`config.mk`:
```
export PLATFORM = sky130hd
export DESIGN_NAME = awgn_channel_noise_flat
export DESIGN_NICKNAME = d
export VERILOG_FILES = /design/src/rtl/awgn_channel_noise_if.sv /design/src/rtl/awgn_channel_noise.sv /design/src/flat_wrapper.sv
export SDC_FILE = /design/constraint.sdc
export NUM_CORES = 1
export LEC_CHECK = 0
export CAP_MARGIN = 10
export CORE_MARGIN = 2
export CORE_UTILIZATION = 30
export CTS_CLUSTER_DIAMETER = 30
export DETAILED_ROUTE_END_ITERATION = 8
export GPL_ROUTABILITY_DRIVEN = 0
export SYNTH_ARGS = -nofsm -noshare
export SYNTH_HDL_FRONTEND = slang
export SYNTH_SLANG_ARGS = --single-unit
```
`constraint.sdc`:
```
create_clock -name clk -period 2.8 [get_ports clk]
set_input_delay 0.56 -clock clk [delete_from_list [all_inputs] [get_ports clk]]
set_output_delay 0.56 -clock clk [all_outputs]
set_load 0.02 [all_outputs]
```
`src/rtl/awgn_channel_noise_if.sv`:
```
// rtl/awgn_channel_noise_if.sv - stream/register bundle for the AWGN noise generator and channel adder
// Purpose: groups the enable, random-word input, signal in/out, noise and histogram signals.
// Ports (by modport):
//   master : drives en, rand_in/rand_valid, sig_in/sig_in_valid, hist_addr/hist_clr;
//            observes sig_out/sig_out_valid, noise_out/noise_out_valid, noise_underflow, hist_data
//   slave  : the mirror image, used by awgn_channel_noise
interface awgn_channel_noise_if #(
    parameter int LEVELS            = 7,
    parameter int RAND_WIDTH        = 64,
    parameter int SIGNAL_RESOLUTION = 8,
    parameter int HIST_WIDTH        = 16
);
    logic                                en;
    logic        [RAND_WIDTH-1:0]        rand_in;
    logic                                rand_valid;
    logic signed [SIGNAL_RESOLUTION-1:0] sig_in;
    logic                                sig_in_valid;
    logic signed [SIGNAL_RESOLUTION-1:0] sig_out;
    logic                                sig_out_valid;
    logic signed [LEVELS:0]              noise_out;
    logic                                noise_out_valid;
    logic                                noise_underflow;
    logic        [LEVELS-1:0]            hist_addr;
    logic                                hist_clr;
    logic        [HIST_WIDTH-1:0]        hist_data;

    modport master (
        output en, rand_in, rand_valid, sig_in, sig_in_valid, hist_addr, hist_clr,
        input  sig_out, sig_out_valid, noise_out, noise_out_valid, noise_underflow, hist_data
    );

    modport slave (
        input  en, rand_in, rand_valid, sig_in, sig_in_valid, hist_addr, hist_clr,
        output sig_out, sig_out_valid, noise_out, noise_out_valid, noise_underflow, hist_data
    );
endinterface

```
`src/rtl/awgn_channel_noise.sv`:
```
// rtl/awgn_channel_noise.sv - inverse-CDF Gaussian noise generator with saturating channel adder
// Purpose: a LEVELS-stage pipelined binary search maps each uniform random word to a noise index
//   over a monotone cumulative-probability table; the centred noise sample is held and added, with
//   saturation, to the next accepted signal sample. One sample per cycle.
// Ports:
//   clk   - clock
//   rstn  - asynchronous active-low reset
//   bus   - awgn_channel_noise_if.slave (en, rand_in/rand_valid, sig_in/sig_in_valid, sig_out/sig_out_valid,
//           noise_out/noise_out_valid, noise_underflow, hist_addr/hist_clr/hist_data)
// Table: PROB_TABLE packs 2**LEVELS entries of RAND_WIDTH bits, entry i at bits [i*RAND_WIDTH +: RAND_WIDTH].
//   An all-zero PROB_TABLE selects a built-in linear ramp.
// Optional feature: define NOISE_HIST_EN to build the per-index histogram counters.
module awgn_channel_noise #(
    parameter int LEVELS            = 7,
    parameter int RAND_WIDTH        = 64,
    parameter int SIGNAL_RESOLUTION = 8,
    parameter int HIST_WIDTH        = 16,
    parameter logic [(2**LEVELS)*RAND_WIDTH-1:0] PROB_TABLE = '0
) (
    input  logic               clk,
    input  logic               rstn,
    awgn_channel_noise_if.slave bus
);
    localparam int DEPTH  = 2**LEVELS;
    localparam int SR     = SIGNAL_RESOLUTION;
    localparam int OFFSET = 2**(LEVELS-1) - 1;

    if (LEVELS >= SIGNAL_RESOLUTION) begin : g_bad_levels
        $error("awgn_channel_noise: LEVELS must be smaller than SIGNAL_RESOLUTION");
    end

    function automatic logic [DEPTH*RAND_WIDTH-1:0] f_ramp();
        logic [DEPTH*RAND_WIDTH-1:0] t;
        t = '0;
        for (int i = 0; i < DEPTH; i++) begin
            t[i*RAND_WIDTH +: RAND_WIDTH] = RAND_WIDTH'(i + 1) << (RAND_WIDTH - LEVELS);
        end
        return t;
    endfunction

    localparam logic [DEPTH*RAND_WIDTH-1:0] TABLE = (PROB_TABLE == '0) ? f_ramp() : PROB_TABLE;

    // Search pipeline: stage s decides bit LEVELS-1-s of the index, MSB first.
    for (genvar s = 0; s < LEVELS; s++) begin : g_stage
        localparam int K = LEVELS - 1 - s;

        logic [RAND_WIDTH-1:0] w_rand;
        logic [LEVELS-1:0]     w_prefix;
        logic                  w_vld;
        logic [LEVELS-1:0]     w_cand;
        logic [RAND_WIDTH-1:0] w_thresh;

        logic [RAND_WIDTH-1:0] r_rand;
        logic [LEVELS-1:0]     r_prefix;
        logic                  r_vld;

        if (s == 0) begin : g_first
            assign w_rand   = bus.rand_in;
            assign w_prefix = '0;
            assign w_vld    = bus.rand_valid;
        end else begin : g_next
            assign w_rand   = g_stage[s-1].r_rand;
            assign w_prefix = g_stage[s-1].r_prefix;
            assign w_vld    = g_stage[s-1].r_vld;
        end

        // cand is never 0, so cand-1 stays inside 0..DEPTH-2; the last table entry is never read.
        assign w_cand   = w_prefix | LEVELS'(1 << K);
        assign w_thresh = TABLE[(int'(w_cand) - 1)*RAND_WIDTH +: RAND_WIDTH];

        always_ff @(posedge clk or negedge rstn) begin
            if (!rstn) begin
                r_rand   <= '0;
                r_prefix <= '0;
                r_vld    <= 1'b0;
            end else if (bus.en) begin
                r_rand   <= w_rand;
                r_prefix <= (w_rand >= w_thresh) ? w_cand : w_prefix;
                r_vld    <= w_vld;
            end
        end
    end

    logic [LEVELS-1:0]        w_sel;
    logic                     w_sel_vld;
    logic signed [LEVELS:0]   w_noise_new;
    logic signed [LEVELS:0]   w_noise_used;
    logic signed [SR:0]       w_noise_ext;
    logic signed [SR:0]       w_sig_ext;
    logic signed [SR:0]       w_sum;
    logic signed [SR-1:0]     w_sat;

    logic signed [LEVELS:0]   r_noise;
    logic                     r_noise_valid;
    logic                     r_noise_avail;
    logic signed [SR-1:0]     r_sig_out;
    logic                     r_sig_valid;
    logic                     r_underflow;

    assign w_sel       = g_stage[LEVELS-1].r_prefix;
    assign w_sel_vld   = g_stage[LEVELS-1].r_vld;
    assign w_noise_new = $signed({1'b0, w_sel}) - $signed((LEVELS+1)'(OFFSET));

    // With no held sample the signal passes through unchanged.
    assign w_noise_used = r_noise_avail ? r_noise : '0;
    assign w_noise_ext  = {{(SR-LEVELS){w_noise_used[LEVELS]}}, w_noise_used};
    assign w_sig_ext    = {bus.sig_in[SR-1], bus.sig_in};
    assign w_sum        = w_sig_ext + w_noise_ext;

    always_comb begin
        w_sat = w_sum[SR-1:0];
        if (w_sum[SR] != w_sum[SR-1]) begin
            w_sat = w_sum[SR] ? {1'b1, {(SR-1){1'b0}}} : {1'b0, {(SR-1){1'b1}}};
        end
    end

    always_ff @(posedge clk or negedge rstn) begin
        if (!rstn) begin
            r_noise       <= '0;
            r_noise_valid <= 1'b0;
            r_noise_avail <= 1'b0;
            r_sig_out     <= '0;
            r_sig_valid   <= 1'b0;
            r_underflow   <= 1'b0;
        end else if (!bus.en) begin
            // Data outputs hold; valid pulses drop so a frozen pulse is never seen twice.
            r_noise_valid <= 1'b0;
            r_sig_valid   <= 1'b0;
        end else begin
            r_noise_valid <= w_sel_vld;
            r_sig_valid   <= bus.sig_in_valid;
            if (bus.sig_in_valid) begin
                r_sig_out <= w_sat;
                if (!r_noise_avail) begin
                    r_underflow <= 1'b1;
                end
            end
            // A sample landing on the same edge as a consumption is the one left held.
            if (w_sel_vld) begin
                r_noise       <= w_noise_new;
                r_noise_avail <= 1'b1;
            end else if (bus.sig_in_valid) begin
                r_noise_avail <= 1'b0;
            end
        end
    end

    assign bus.noise_out       = r_noise;
    assign bus.noise_out_valid = r_noise_valid;
    assign bus.sig_out         = r_sig_out;
    assign bus.sig_out_valid   = r_sig_valid;
    assign bus.noise_underflow = r_underflow;

    logic w_unused_rand;
    assign w_unused_rand = ^g_stage[LEVELS-1].r_rand;

`ifdef NOISE_HIST_EN
    logic [HIST_WIDTH-1:0] r_hist [DEPTH];
    logic [HIST_WIDTH-1:0] r_hist_data;

    always_ff @(posedge clk or negedge rstn) begin
        if (!rstn) begin
            for (int i = 0; i < DEPTH; i++) begin
                r_hist[i] <= '0;
            end
            r_hist_data <= '0;
        end else if (bus.en) begin
            if (bus.hist_clr) begin
                for (int i = 0; i < DEPTH; i++) begin
                    r_hist[i] <= '0;
                end
            end else if (w_sel_vld && (r_hist[w_sel] != '1)) begin
                r_hist[w_sel] <= r_hist[w_sel] + 1'b1;
            end
            r_hist_data <= r_hist[bus.hist_addr];
        end
    end

    assign bus.hist_data = r_hist_data;
`else
    logic w_unused_hist;
    assign w_unused_hist = ^{bus.hist_addr, bus.hist_clr};
    assign bus.hist_data = '0;
`endif
endmodule

```
`src/flat_wrapper.sv`:
```
// flat-port wrapper written by rule: the top's interface ports become plain ports
module awgn_channel_noise_flat 
#(
    parameter int LEVELS            = 7,
    parameter int RAND_WIDTH        = 64,
    parameter int SIGNAL_RESOLUTION = 8,
    parameter int HIST_WIDTH        = 16,
    parameter logic [(2**LEVELS)*RAND_WIDTH-1:0] PROB_TABLE = '0
)
  (clk, rstn, bus_en, bus_rand_in, bus_rand_valid, bus_sig_in, bus_sig_in_valid, bus_hist_addr, bus_hist_clr, bus_sig_out, bus_sig_out_valid, bus_noise_out, bus_noise_out_valid, bus_noise_underflow, bus_hist_data);
  awgn_channel_noise_if #(.LEVELS(LEVELS), .RAND_WIDTH(RAND_WIDTH), .SIGNAL_RESOLUTION(SIGNAL_RESOLUTION), .HIST_WIDTH(HIST_WIDTH)) bus_i ();
  input  logic clk;
  input  logic rstn;
  input wire logic [$bits(bus_i.en)-1:0] bus_en;
  input wire logic [$bits(bus_i.rand_in)-1:0] bus_rand_in;
  input wire logic [$bits(bus_i.rand_valid)-1:0] bus_rand_valid;
  input wire logic [$bits(bus_i.sig_in)-1:0] bus_sig_in;
  input wire logic [$bits(bus_i.sig_in_valid)-1:0] bus_sig_in_valid;
  input wire logic [$bits(bus_i.hist_addr)-1:0] bus_hist_addr;
  input wire logic [$bits(bus_i.hist_clr)-1:0] bus_hist_clr;
  output wire logic [$bits(bus_i.sig_out)-1:0] bus_sig_out;
  output wire logic [$bits(bus_i.sig_out_valid)-1:0] bus_sig_out_valid;
  output wire logic [$bits(bus_i.noise_out)-1:0] bus_noise_out;
  output wire logic [$bits(bus_i.noise_out_valid)-1:0] bus_noise_out_valid;
  output wire logic [$bits(bus_i.noise_underflow)-1:0] bus_noise_underflow;
  output wire logic [$bits(bus_i.hist_data)-1:0] bus_hist_data;
  assign bus_i.en = bus_en;
  assign bus_i.rand_in = bus_rand_in;
  assign bus_i.rand_valid = bus_rand_valid;
  assign bus_i.sig_in = bus_sig_in;
  assign bus_i.sig_in_valid = bus_sig_in_valid;
  assign bus_i.hist_addr = bus_hist_addr;
  assign bus_i.hist_clr = bus_hist_clr;
  assign bus_sig_out = bus_i.sig_out;
  assign bus_sig_out_valid = bus_i.sig_out_valid;
  assign bus_noise_out = bus_i.noise_out;
  assign bus_noise_out_valid = bus_i.noise_out_valid;
  assign bus_noise_underflow = bus_i.noise_underflow;
  assign bus_hist_data = bus_i.hist_data;
  awgn_channel_noise #(.LEVELS(LEVELS), .RAND_WIDTH(RAND_WIDTH), .SIGNAL_RESOLUTION(SIGNAL_RESOLUTION), .HIST_WIDTH(HIST_WIDTH), .PROB_TABLE(PROB_TABLE)) u_core (.clk(clk), .rstn(rstn), .bus(bus_i));
endmodule
```
==> key figures, run 1 <==
Die
  • Die width: 130 um
  • Die Height: 130 um
  • Initial Util: 30.3%
  • Cell Rows: 46
  • Core Area: 15700 um^2
  • Die area: 16900 um^2
  • IO Count: 120

STA
  • Setup clock skew after layout: 3.45 ps
  • Setup TNS: 0 ps
  • Hold Violations, Final: 0
  • F_max: about 380 MHz
  • Crit share post-route: 94.9%
  • Final Max Slew Viols: 0
  • Slew margin rel.: approximately three fifths
  • Worst-margin pin slew: roughly 610 ps
  • Setup-failing EPs final: 0
  • Final min period: between 2000 and 3000 ps
  • Final worst-path setup slack: about 140 ps
  • RSZ-0062 raised after global routing: false

Clock tree
  • # H-tree levels: 3
  • Post CTS Setup Buffer Count: 0
  • # resized after CTS: 0
  • Hold-fix buffers, CTS: 0
  • Clock net sink count: between 90 and 100
  • CTS tree: built
  • Worst-path clk slew: 70 ps
  • Num CTS Buffers: 9
  • Clock latency on the worst-skew pair: around 340 ps
  • Longest Clk Path Bufs: 2
  • CTS Root Cell: clkbuf_16

Drt
  • DRT Wirelength: 8.27 mm
  • DR top layer: met4
  • Via count: 3016
  • Met3 wire len: 411 um
  • Drt first-iter violations: 207
  • DR pass1 iterations: 4
  • Wire per inst: between 10 and 15 um
  • Mean number of vias per cell: 4.49
  • DR WL met2: approximately 3.8 mm
  • DRC Markers: 0
  • M1 wire length: 3.91 mm
  • Routed Antenna Nets: 0

Global routing
  • Vias in the first global route: slightly above 3000
  • Largest net degree at the start of global routing: 83
  • Initial antenna violation count: 0
  • Global-route wire length before repair: 14.5 mm
  • Total grt overflow: 0
  • Gr usage total: 10.7%

Synth
  • Post-synth EDFFs: 0
  • Syn Area/Cell: around 12 um^2
  • Number of synthesis warnings: 0
  • Mapped Area: 4770 um^2
  • Most common cell in the netlist: dfrtp_1
  • Seq/Total Area, Yosys: 50.9%
  • Post-synth top flop: dfrtp_1
  • Instance count of the mapped netlist: 413
  • Synth top area cells: dfrtp_1 51%, mux2_2 13%, ha_1 7.9%
  • Leading area contributor after synthesis: dfrtp_1
  • Most frequent cells after synthesis: 97 x dfrtp_1, 56 x mux2_2, 34 x nand2_1, 30 x ha_1, 29 x inv_1
  • Synth cell types: 45
  • Async set or reset register ratio after synthesis: 100%
  • Yosys top cell area share: 50.9%
  • Flops & latches, synth: 97

Final layout
  • Final Util: ~36%
  • Layout cells sized above 1: 20.8%
  • Antenna Cells: 0
  • Area delta synth->final: 19.6%
  • Nets: approximately 570

Setup path
  • CP startpoint kind: flop
  • Worst-path fanout max: 10
  • CP endpoint kind: flop
  • Crit path required time: 3030 ps
  • WS Path Type: reg2reg
  • Arrival @ worst endpoint: 2880 ps

Pwr
  • Worst vdd ir: 450 uV
  • Leak pwr: 2.63 nW
  • PwrDens: about 920 nW/um^2

Placed design
  • DP Wirelength: 5.95 mm
  • Port buffer count: 38
  • Post-Place Setup Slack: -188 ps

Outcome
  • Outcome: complete, no violations

Run
  • Max-cap check violation count: 0

Hold path
  • Hold Crit Class: in2async
[area by class of cell]
cell class,instances,area (um^2)
well taps,216,270
flip-flops and latches,97,2430
clock buffers,10,239
clock inverters,6,96.3
fillers,1569,10000
multi-input cells,262,2070
inverters,29,109
repair buffers,52,493
[path summary, 6_finish.rpt]
check                                            from                           end  slack, ps  cells past startpoint
worst max-delay path             u_core.r_noise_avail         u_core.bus.sig_out[1]        140                      9
worst min-delay path                             rstn       u_core.bus.noise_out[7]        200                      1
worst max register to register   u_core.r_noise_avail         u_core.bus.sig_out[1]        140                      9
worst min register to register  u_core.bus.sig_out[6]         u_core.bus.sig_out[6]        480                      2
max in group asynchronous                        rstn  u_core.g_stage[2].r_rand[62]       1910                      2
min in group clk                u_core.bus.sig_out[6]         u_core.bus.sig_out[6]        480                      2
[cells by family after synthesis]
group / Yosys count / share of synthesized area (%)
other cells: 1 / 0.0787
compound gates: 86 / 12.8
flops: 97 / 50.9
xor+xnor: 7 / 1.29
buf+inv: 69 / 6.88
fa+ha+maj: 31 / 8.30
simple gates: 65 / 6.30
mux: 57 / 13.4
[worst max-delay path, stage by stage (launching register included)]
cell,delay (ps)
dfrtp_1,490
and2_1,190
ha_1,190
inv_1,70
fa_1,250
nor2b_4,60
o31a_1,320
o41ai_4,410
a31oi_2,220
a221o_1,330
[per-stage QoR]
stage	std cells	hold slack (ps)	power, W	cell area (um^2)
3_5_place_dp	656	469	0.00393	5370
3_3_place_gp	656	462	0.00385	5370
5_1_grt	672	234	0.00564	5700
4_1_cts	672	208	0.00533	5700
2_1_floorplan	428	264	0.00328	4820
6_report	672	197	0.00525	5700
[where the power goes]
group	switching [W]	internal [W]
Sequential	0.000270	0.00178
Clock	0.000540	0.000819
Combinational	0.000893	0.000955
Total	0.00170	0.00355
[routing by layer]
metal / vias to the layer above / track usage [%]
met1: 1456 / 13.3
met5: - / 0
met4: 0 / 3.35
met3: 15 / 3.08
met2: 74 / 17.9
li1: 1471 / -
[layout by cell type, fill, tap and decap left out, types with 2 or more instances in the layout]
| cell | synthesis | routed |
|---|---|---|
| ha_1 | 30 | 30 |
| a21o_1 | 13 | 13 |
| clkbuf_16 | 0 | 9 |
| a211oi_1 | 2 | 2 |
| nor2b_1 | 2 | 2 |
| clkdlybuf4s50_1 | 0 | 36 |
| a21oi_1 | 14 | 14 |
| a2bb2oi_1 | 2 | 2 |
| bufinv_16 | 0 | 2 |
| o211ai_1 | 2 | 2 |
| inv_1 | 29 | 29 |
| xor2_1 | 2 | 2 |
| nand2_1 | 34 | 34 |
| buf_4 | 17 | 15 |
| a221o_1 | 6 | 6 |
| nor2_1 | 13 | 13 |
| mux2_2 | 56 | 56 |
| inv_6 | 0 | 2 |
| o311ai_0 | 2 | 2 |
| xnor2_1 | 5 | 5 |
| a211o_1 | 3 | 3 |
| dfrtp_1 | 97 | 97 |
| and2_1 | 7 | 7 |
| o21ai_0 | 26 | 26 |
| conb_1 | 1 | 16 |
| nand3_1 | 4 | 4 |
| o21a_1 | 3 | 3 |
[sequential cells by signal (all words and copies together), names as in the netlist]
register	flops
u_core.g_stage.r_rand	42
u_core.g_stage.r_prefix	28
u_core.bus.noise_out	8
u_core.bus.sig_out	8
u_core.g_stage.r_vld	7
u_core.bus.noise_out_valid	1
u_core.bus.noise_underflow	1
u_core.bus.sig_out_valid	1
u_core.r_noise_avail	1
Power figures use the tool's default switching activity.
==> run 2: changes to the inputs <==
--- a/config.mk
+++ b/config.mk
@@ -5,6 +5,7 @@
 export SDC_FILE = /design/constraint.sdc
 export NUM_CORES = 1
 export LEC_CHECK = 0
+export ABC_CLOCK_PERIOD_IN_PS = 2800
 export CAP_MARGIN = 10
 export CORE_MARGIN = 2
 export CORE_UTILIZATION = 30
==> results of run 2 <==
Same layout as run 1: the final DEF is identical, and so are final timing and power.
==> run 3: changes to the inputs <==
--- a/config.mk
+++ b/config.mk
@@ -10,6 +10,7 @@
 export CORE_MARGIN = 2
 export CORE_UTILIZATION = 30
 export CTS_CLUSTER_DIAMETER = 30
+export CTS_CLUSTER_SIZE = 14
 export DETAILED_ROUTE_END_ITERATION = 8
 export GPL_ROUTABILITY_DRIVEN = 0
 export SYNTH_ARGS = -nofsm -noshare
==> results of run 3 <==
Same layout as run 1: the final DEF is identical, and so are final timing and power.
